===== config.mk =====
export PLATFORM = sky130hd
export DESIGN_NAME = ro_pair_compare
export DESIGN_NICKNAME = d
export VERILOG_FILES = /design/src/rtl/ro_pair_compare.sv
export SDC_FILE = /design/constraint.sdc
export NUM_CORES = 1
export LEC_CHECK = 0
export CORE_MARGIN = 3
export CORE_UTILIZATION = 59
export DETAILED_ROUTE_END_ITERATION = 16
export GPL_TIMING_DRIVEN = 1
export PLACE_DENSITY_LB_ADDON = 0.05
export SLEW_MARGIN = 20
export SYNTH_ARGS = -nofsm -noshare
export SYNTH_HDL_FRONTEND = slang
export SYNTH_SLANG_ARGS = --single-unit

===== constraint.sdc =====
create_clock -name clk -period 4.1 [get_ports clk]
set_input_delay 0.82 -clock clk [delete_from_list [all_inputs] [get_ports clk]]
set_output_delay 0.82 -clock clk [all_outputs]
set_load 0.005 [all_outputs]

===== src/rtl/ro_pair_compare.sv =====
// Ring-oscillator pair comparator for the RO PUF: counts edges of two selected ROs over a window and reports A faster than B.
// Optional build macro ROPUF_TIE_FLAG_EN adds a registered tie output flagging equal counts.
module ro_pair_compare #(
  parameter int unsigned WINDOW = 1024,
  parameter int unsigned SETTLE = 4,
  parameter int unsigned CNT_W  = 16
) (
  input  logic       clk,
  input  logic       rst,
  input  logic       start,
  input  logic [7:0] challenge,
  input  logic       ro_a,
  input  logic       ro_b,
  output logic [3:0] sel_a,
  output logic [3:0] sel_b,
  output logic       busy,
  output logic       done,
  output logic       resp
`ifdef ROPUF_TIE_FLAG_EN
  ,
  output logic       tie
`endif
);

  typedef enum logic [1:0] {S_IDLE, S_SETTLE, S_COUNT, S_DONE} state_t;

  localparam int unsigned TMAX = (WINDOW > SETTLE) ? WINDOW : SETTLE;
  localparam int unsigned TW   = $clog2(TMAX) + 1;
  localparam logic [TW-1:0]    SETTLE_LAST = TW'(SETTLE - 1);
  localparam logic [TW-1:0]    WINDOW_LAST = TW'(WINDOW - 1);
  localparam logic [CNT_W-1:0] CNT_MAX     = '1;

  state_t state_q, state_d;
  logic   accept;

  logic [2:0]       sync_a, sync_b;
  logic             edge_a, edge_b;
  logic [CNT_W-1:0] cnt_a, cnt_b;
  logic [CNT_W-1:0] cnt_a_nx, cnt_b_nx;
  logic [TW-1:0]    timer;
  logic             window_end;

  // Two synchronizer flops followed by a history flop for rising-edge detection.
  assign edge_a = sync_a[1] & ~sync_a[2];
  assign edge_b = sync_b[1] & ~sync_b[2];

  // Next counts fold in an edge seen this cycle so the final compare sees the last COUNT cycle.
  always_comb begin
    cnt_a_nx = cnt_a;
    cnt_b_nx = cnt_b;
    if (state_q == S_COUNT) begin
      if (edge_a && (cnt_a != CNT_MAX)) cnt_a_nx = cnt_a + CNT_W'(1);
      if (edge_b && (cnt_b != CNT_MAX)) cnt_b_nx = cnt_b + CNT_W'(1);
    end
  end

  assign window_end = (state_q == S_COUNT) && (timer == WINDOW_LAST);

  always_comb begin
    state_d = state_q;
    accept  = 1'b0;
    case (state_q)
      S_IDLE: begin
        if (start) begin
          state_d = S_SETTLE;
          accept  = 1'b1;
        end
      end
      S_SETTLE: if (timer == SETTLE_LAST) state_d = S_COUNT;
      S_COUNT:  if (timer == WINDOW_LAST) state_d = S_DONE;
      S_DONE:   state_d = S_IDLE;
      default:  state_d = S_IDLE;
    endcase
  end

  always_ff @(posedge clk or posedge rst) begin
    if (rst) state_q <= S_IDLE;
    else     state_q <= state_d;
  end

  always_ff @(posedge clk or posedge rst) begin
    if (rst) begin
      sync_a <= '0;
      sync_b <= '0;
      sel_a  <= '0;
      sel_b  <= '0;
      cnt_a  <= '0;
      cnt_b  <= '0;
      timer  <= '0;
      resp   <= 1'b0;
    end else begin
      sync_a <= {sync_a[1:0], ro_a};
      sync_b <= {sync_b[1:0], ro_b};
      if (accept) begin
        sel_a <= challenge[7:4];
        sel_b <= challenge[3:0];
        cnt_a <= '0;
        cnt_b <= '0;
        timer <= '0;
      end else begin
        cnt_a <= cnt_a_nx;
        cnt_b <= cnt_b_nx;
        if (state_d != state_q)
          timer <= '0;
        else if ((state_q == S_SETTLE) || (state_q == S_COUNT))
          timer <= timer + TW'(1);
      end
      if (window_end) resp <= (cnt_a_nx > cnt_b_nx);
    end
  end

`ifdef ROPUF_TIE_FLAG_EN
  always_ff @(posedge clk or posedge rst) begin
    if (rst)             tie <= 1'b0;
    else if (window_end) tie <= (cnt_a_nx == cnt_b_nx);
  end
`endif

  assign busy = (state_q != S_IDLE);
  assign done = (state_q == S_DONE);

endmodule


Word-level counts from Yosys, hierarchy flattened

Index checks and enable logic that the tools add are counted.

Word-level logic and storage cells: 47
Input port bits: 13
Output and inout port bits: 11
Register bits after elaboration: 60

Reductions and logical operators: 7
Eq/ne operators: 8
Bitwise logic cells: 4
Muxes and demuxes: 15
Order comparisons: 1
Add/sub/neg operators: 3

Operator list:

| cell                                            | count |
|---|---|
| two-way mux 16 bit                              | 6 |
| two-way mux 11 bit                              | 3 |
| adder 16 x 1 -> 16 bit, second input constant   | 2 |
| != test 16 bit, second input constant           | 2 |
| greater-than comparator 16 bit                  | 1 |
| adder 11 x 1 -> 11 bit, second input constant   | 1 |
| == test 11 x 10 -> 1 bit, second input constant | 1 |
| == test 11 x 2 -> 1 bit, second input constant  | 1 |
| one-hot mux 2 bit (4 select lines)              | 1 |
| two-way mux 2 bit                               | 3 |
| == test 2 bit, second input constant            | 2 |
| logical AND 1 bit                               | 3 |
| nonzero test 3 bit                              | 1 |
| AND 1 bit                                       | 2 |
| == test 2 x 1 -> 1 bit, second input constant   | 1 |
| zero test 2 bit                                 | 1 |
| two-way mux 1 bit                               | 2 |
| != test 2 bit                                   | 1 |
| inverter 1 bit                                  | 2 |
| nonzero test 2 bit                              | 1 |
| logical OR 1 bit                                | 1 |

Logic depth before layout (Yosys ltp)

Depth in word-level cells: 6
Gate-level depth with buffers: 14
Depth with buffers taken out: 13

Least setup slack after synthesis

OpenSTA, ideal clock, no wires.

Kind: reg-to-reg
Start: reg cnt_a[0]
End: reg resp
Stages on the path, launching flop included: 12
Clock period less this slack: 2.867 ns
Data arrival time: 2.772 ns
Path slack: 1.233 ns
Cells stage by stage: dfrtp_1 > ha_1 > and4_1 > nand4_2 > o21ai_1 > mux2_2 > ha_1 > nor2b_1 > o21ai_0 > a2111oi_0 > nor3_1 > o31ai_1

Longest elaborated chain between the ends: 5
Elaborated cells between the ends (all ways): 6
Classes of those cells: add/sub: 1; order compare: 1; eq/ne: 1; mux: 2; reduce/logical: 1

RTL lines:

| element                                                                        | line | text |
|---|---|---|
| start, declared                                                                | 38   | `logic [CNT_W-1:0] cnt_a, cnt_b;` |
| start signal, assigned                                                         | 101  | `cnt_a <= cnt_a_nx;` |
| parallel branches: the longest is 3 deep, another holds adder 16 x 1 -> 16 bit | n/a  |  |
| two-way mux 16 bit *                                                           | 51   | `if (state_q == S_COUNT) begin` |
| greater-than comparator 16 bit *                                               | 108  | `if (window_end) resp <= (cnt_a_nx > cnt_b_nx);` |
| end signal, assigned                                                           | 108  |  |
| end, declared                                                                  | 18   | `output logic resp` |

Mark *: on every way between the ends.
A chain may end at the register's enable or synchronous reset.

Worst setup path in the final report

Start: reg state_q[0]
End: reg resp

Longest elaborated chain between the ends: 3
Elaborated cells between the ends (all ways): 5
Classes of those cells: order compare: 1; eq/ne: 1; mux: 2; reduce/logical: 1

RTL lines:

| element                        | line   | text |
|---|---|---|
| start, declared                | 33     | `state_t state_q, state_d;` |
| start signal, assigned         | 78     | `else state_q <= state_d;` |
| == test 2 bit *                | 51, 57 |  |
| two-way mux 16 bit             | 51     |  |
| greater-than comparator 16 bit | 108    |  |

Mark *: on every way between the ends. The rest lies on a longest branch, timed or not.

==> flow_summary.toml <==
[status]
status = "completed"

[pwr]
pwr-share-clk = 0.289
total_leakage_power_nw = 1.78
internal-power_mw = 1.28
sw_frac_of_total = 0.360
seqPwrFrac = 0.405
power_density_nw_per_um2 = 502
power_frac_comb = 0.306
switching_power_uw = 721
irDropWorstVdd_v = 0.000288

[global_route]
antenna_found_initial = 0
grt_max_degree = 53
grt_usage = 0.241
grt.overflow.total = 0
grt_first_pass_wirelength_um = 12300
grt_pass1_vias = 2559

[floorplan]
die_w_um = 82.8
row_count = 27
io_pins = 24
start_util = 0.620
dieHeight_um = 82.8
core_um2 = 5610
dieArea_um2 = 6850

[clocking]
cts_setup_buffers = 0
cts.sinks = 60
cts_resized = 0
insertion_delay_ns = 0.34
htreeDepth = 3
ctsHoldBuffers = 0
clockRootBuffer = "clkbuf_8"
cts_tree = "yes"
clock_path_buffers = 2
clkTransAtPathRegs_ns = 0.07
cts_buffers = 9

[synthesis]
yosysTopAreaCellShare = 0.432
synth.avg_cell_area_um2 = 10.1
synthArstFlopShare = 1.00
synth.distinct_cells = 56
synth_fp_nets = 381
yosysMostFrequentCell = "dfrtp_1"
synth_top_area_cell = "dfrtp_1"
syn_area_um2 = 3480
synthFlopType = "dfrtp_1"
synthCells = 344
synthTopCellsByCount = "dfrtp_1, nor2_1, ha_1, nand2_1, xor2_1"
synth_area_leaders = "dfrtp_1, ha_1, xor2_1"
synth_edf_count = 0
yosysWarnings = 0
ys_seq_area_frac = 0.432
ys_seq_elements = 60

[final_layout]
drive_above_1_share = 0.117
finalNetCount = 407
regArea_um2 = 1500
multi_input_area_um2 = 1890
final_cells = 447
fillCellCount = 448
areaGrowthSynthToFinish_pct = 14.7
diodes = 0

[timing]
rsz0062_at_grt = "no"
skew_ns = 0.00965
hold_viol = 0
fin_setup_tns_ns = 0
period_minus_slack_ns = 3.29
clock.fmax_mhz = 304
setup_viol = 0
fin_crit_sh = 0.802
slew_headroom = 0.397
worst_slew_pin_slew_ns = 0.904
maxSlewViolCount = 0

[routing]
via_per_inst = 5.87
dr.pass1.iters = 4
antenna_left = 0
wl_um = 7200
wl_per_cell_um = 16.1
num_vias = 2626
first_iter_violations = 118
route.detailed.drc = 0

[critical_path]
worstSetupEndpointType = "flip-flop"
crit_path_start = "state_q[0]$_DFF_PP0_"
critPathTopFamily = "compound AO/OA/AOI/OAI gates"
timing.rr.start = "state_q[0]$_DFF_PP0_"
crit_fanout = 8
cp.buffers_inverters = 1
cp_slowest_stage_delay_ns = 0.43
required_ns = 4.35
path_class = "flip-flop to flip-flop"
crit_top_cell = "ha_1"
arrival_ns = 3.54
crit_slowest_cell = "dfrtp_1"
start_kind = "flip-flop"
worstPathCellList = "inv_1 -> ha_1 -> and3b_2 -> nand4_4 -> a2111oi_2 -> xnor2_1 -> ha_1 -> nand4_1 -> a2111oi_0 -> nor3_1 -> o31ai_1"

[placement]
dp_hpwl_um = 5270
dp.cells = 431
numPortBuffers = 23
gp_congestion = 0.929

[run]
cap_violations = 0

[worst_hold_path]
hp-class = "flip-flop to flip-flop"
hp-start = "sync_b[0]$_DFF_PP0_"
[layer usage]
layer	global-route usage	vias up	wire length, um
li1	-	1300	-
met1	0.306	1261	3210
met2	0.400	50	3600
met3	0.0583	15	259
met4	0.0866	0	129
met5	0	-	0
[logic make-up after synthesis]
| kind of cell | Yosys count | share of synthesized area |
|---|---|---|
| simple gates | 142 | 0.230 |
| flops | 60 | 0.432 |
| mux | 15 | 0.0468 |
| buf+inv | 20 | 0.0237 |
| xor+xnor | 32 | 0.0806 |
| compound gates | 51 | 0.101 |
| fa+ha+maj | 24 | 0.0864 |
[metrics by stage]
step,power (mW),hold slack [ns],area (um^2),util,setup slack [ns]
final,2.00,0.354,3990,0.711,0.810
after CTS,2.01,0.359,3990,0.711,0.785
after detailed placement,1.42,0.335,3770,0.672,0.821
after global placement,1.40,0.334,3770,0.672,0.978
after global routing,2.15,0.370,3990,0.711,0.529
after floorplan,1.27,0.331,3480,-,1.23
[cell usage in the layout, fill, tap and decap left out, types with 5 or more instances in the layout]
cell type / instances
a211oi_1: 6
a21oi_1: 11
and3_1: 6
and4_1: 6
clkbuf_8: 9
clkdlybuf4s50_1: 23
dfrtp_1: 60
ha_1: 24
inv_1: 8
mux2_2: 9
mux2i_1: 5
nand2_1: 22
nand3_1: 15
nand4_1: 11
nor2_1: 37
nor2b_1: 15
o21ai_0: 7
xnor2_1: 15
xor2_1: 17
[flip-flops by register name, indices dropped and copies added, names as in the netlist]
name / cells
timer: 11
sel_a: 4
cnt_a: 16
sel_b: 4
state_q: 2
sync_a: 3
resp: 1
sync_b: 3
cnt_b: 16
[power by group through the flow]
| stage | Sequential, mW | Combinational [mW] | Clock (mW) |
|---|---|---|---|
| after floorplan | 0.788 | 0.485 | 0 |
| after global placement | 0.812 | 0.593 | 0 |
| after detailed placement | 0.815 | 0.608 | 0 |
| after CTS | 0.808 | 0.613 | 0.590 |
| after global routing | 0.827 | 0.706 | 0.619 |
| final | 0.812 | 0.612 | 0.579 |
[final cells by class]
class,instances,share of cell area
multi-input combinational,264,0.475
inverter,9,0.00878
sequential,60,0.376
timing repair buffer,26,0.0634
clock inverter,7,0.0229
tap,72,0.0226
clock buffer,9,0.0311
[worst paths after layout]
check | to | slack, ns | cells after the start
max | resp$_DFFE_PP0P_ | 0.81 | 11
min | sync_b[1]$_DFF_PP0_ | 0.35 | 0
max reg2reg | resp$_DFFE_PP0P_ | 0.81 | 11
min reg2reg | sync_b[1]$_DFF_PP0_ | 0.35 | 0
max in group asynchronous | cnt_b[8]$_DFF_PP0_ | 2.49 | 3
min in group asynchronous | sel_a[1]$_DFFE_PP0P_ | 0.96 | 2
[worst register-to-register path, stage by stage (launching register included)]
cell       delay [ns]
dfrtp_1          0.43
inv_1            0.17
ha_1             0.34
and3b_2          0.31
nand4_4          0.17
a2111oi_2        0.41
xnor2_1          0.17
ha_1             0.32
nand4_1          0.14
a2111oi_0        0.43
nor3_1           0.09
o31ai_1          0.23
Power figures use the tool's default switching activity.
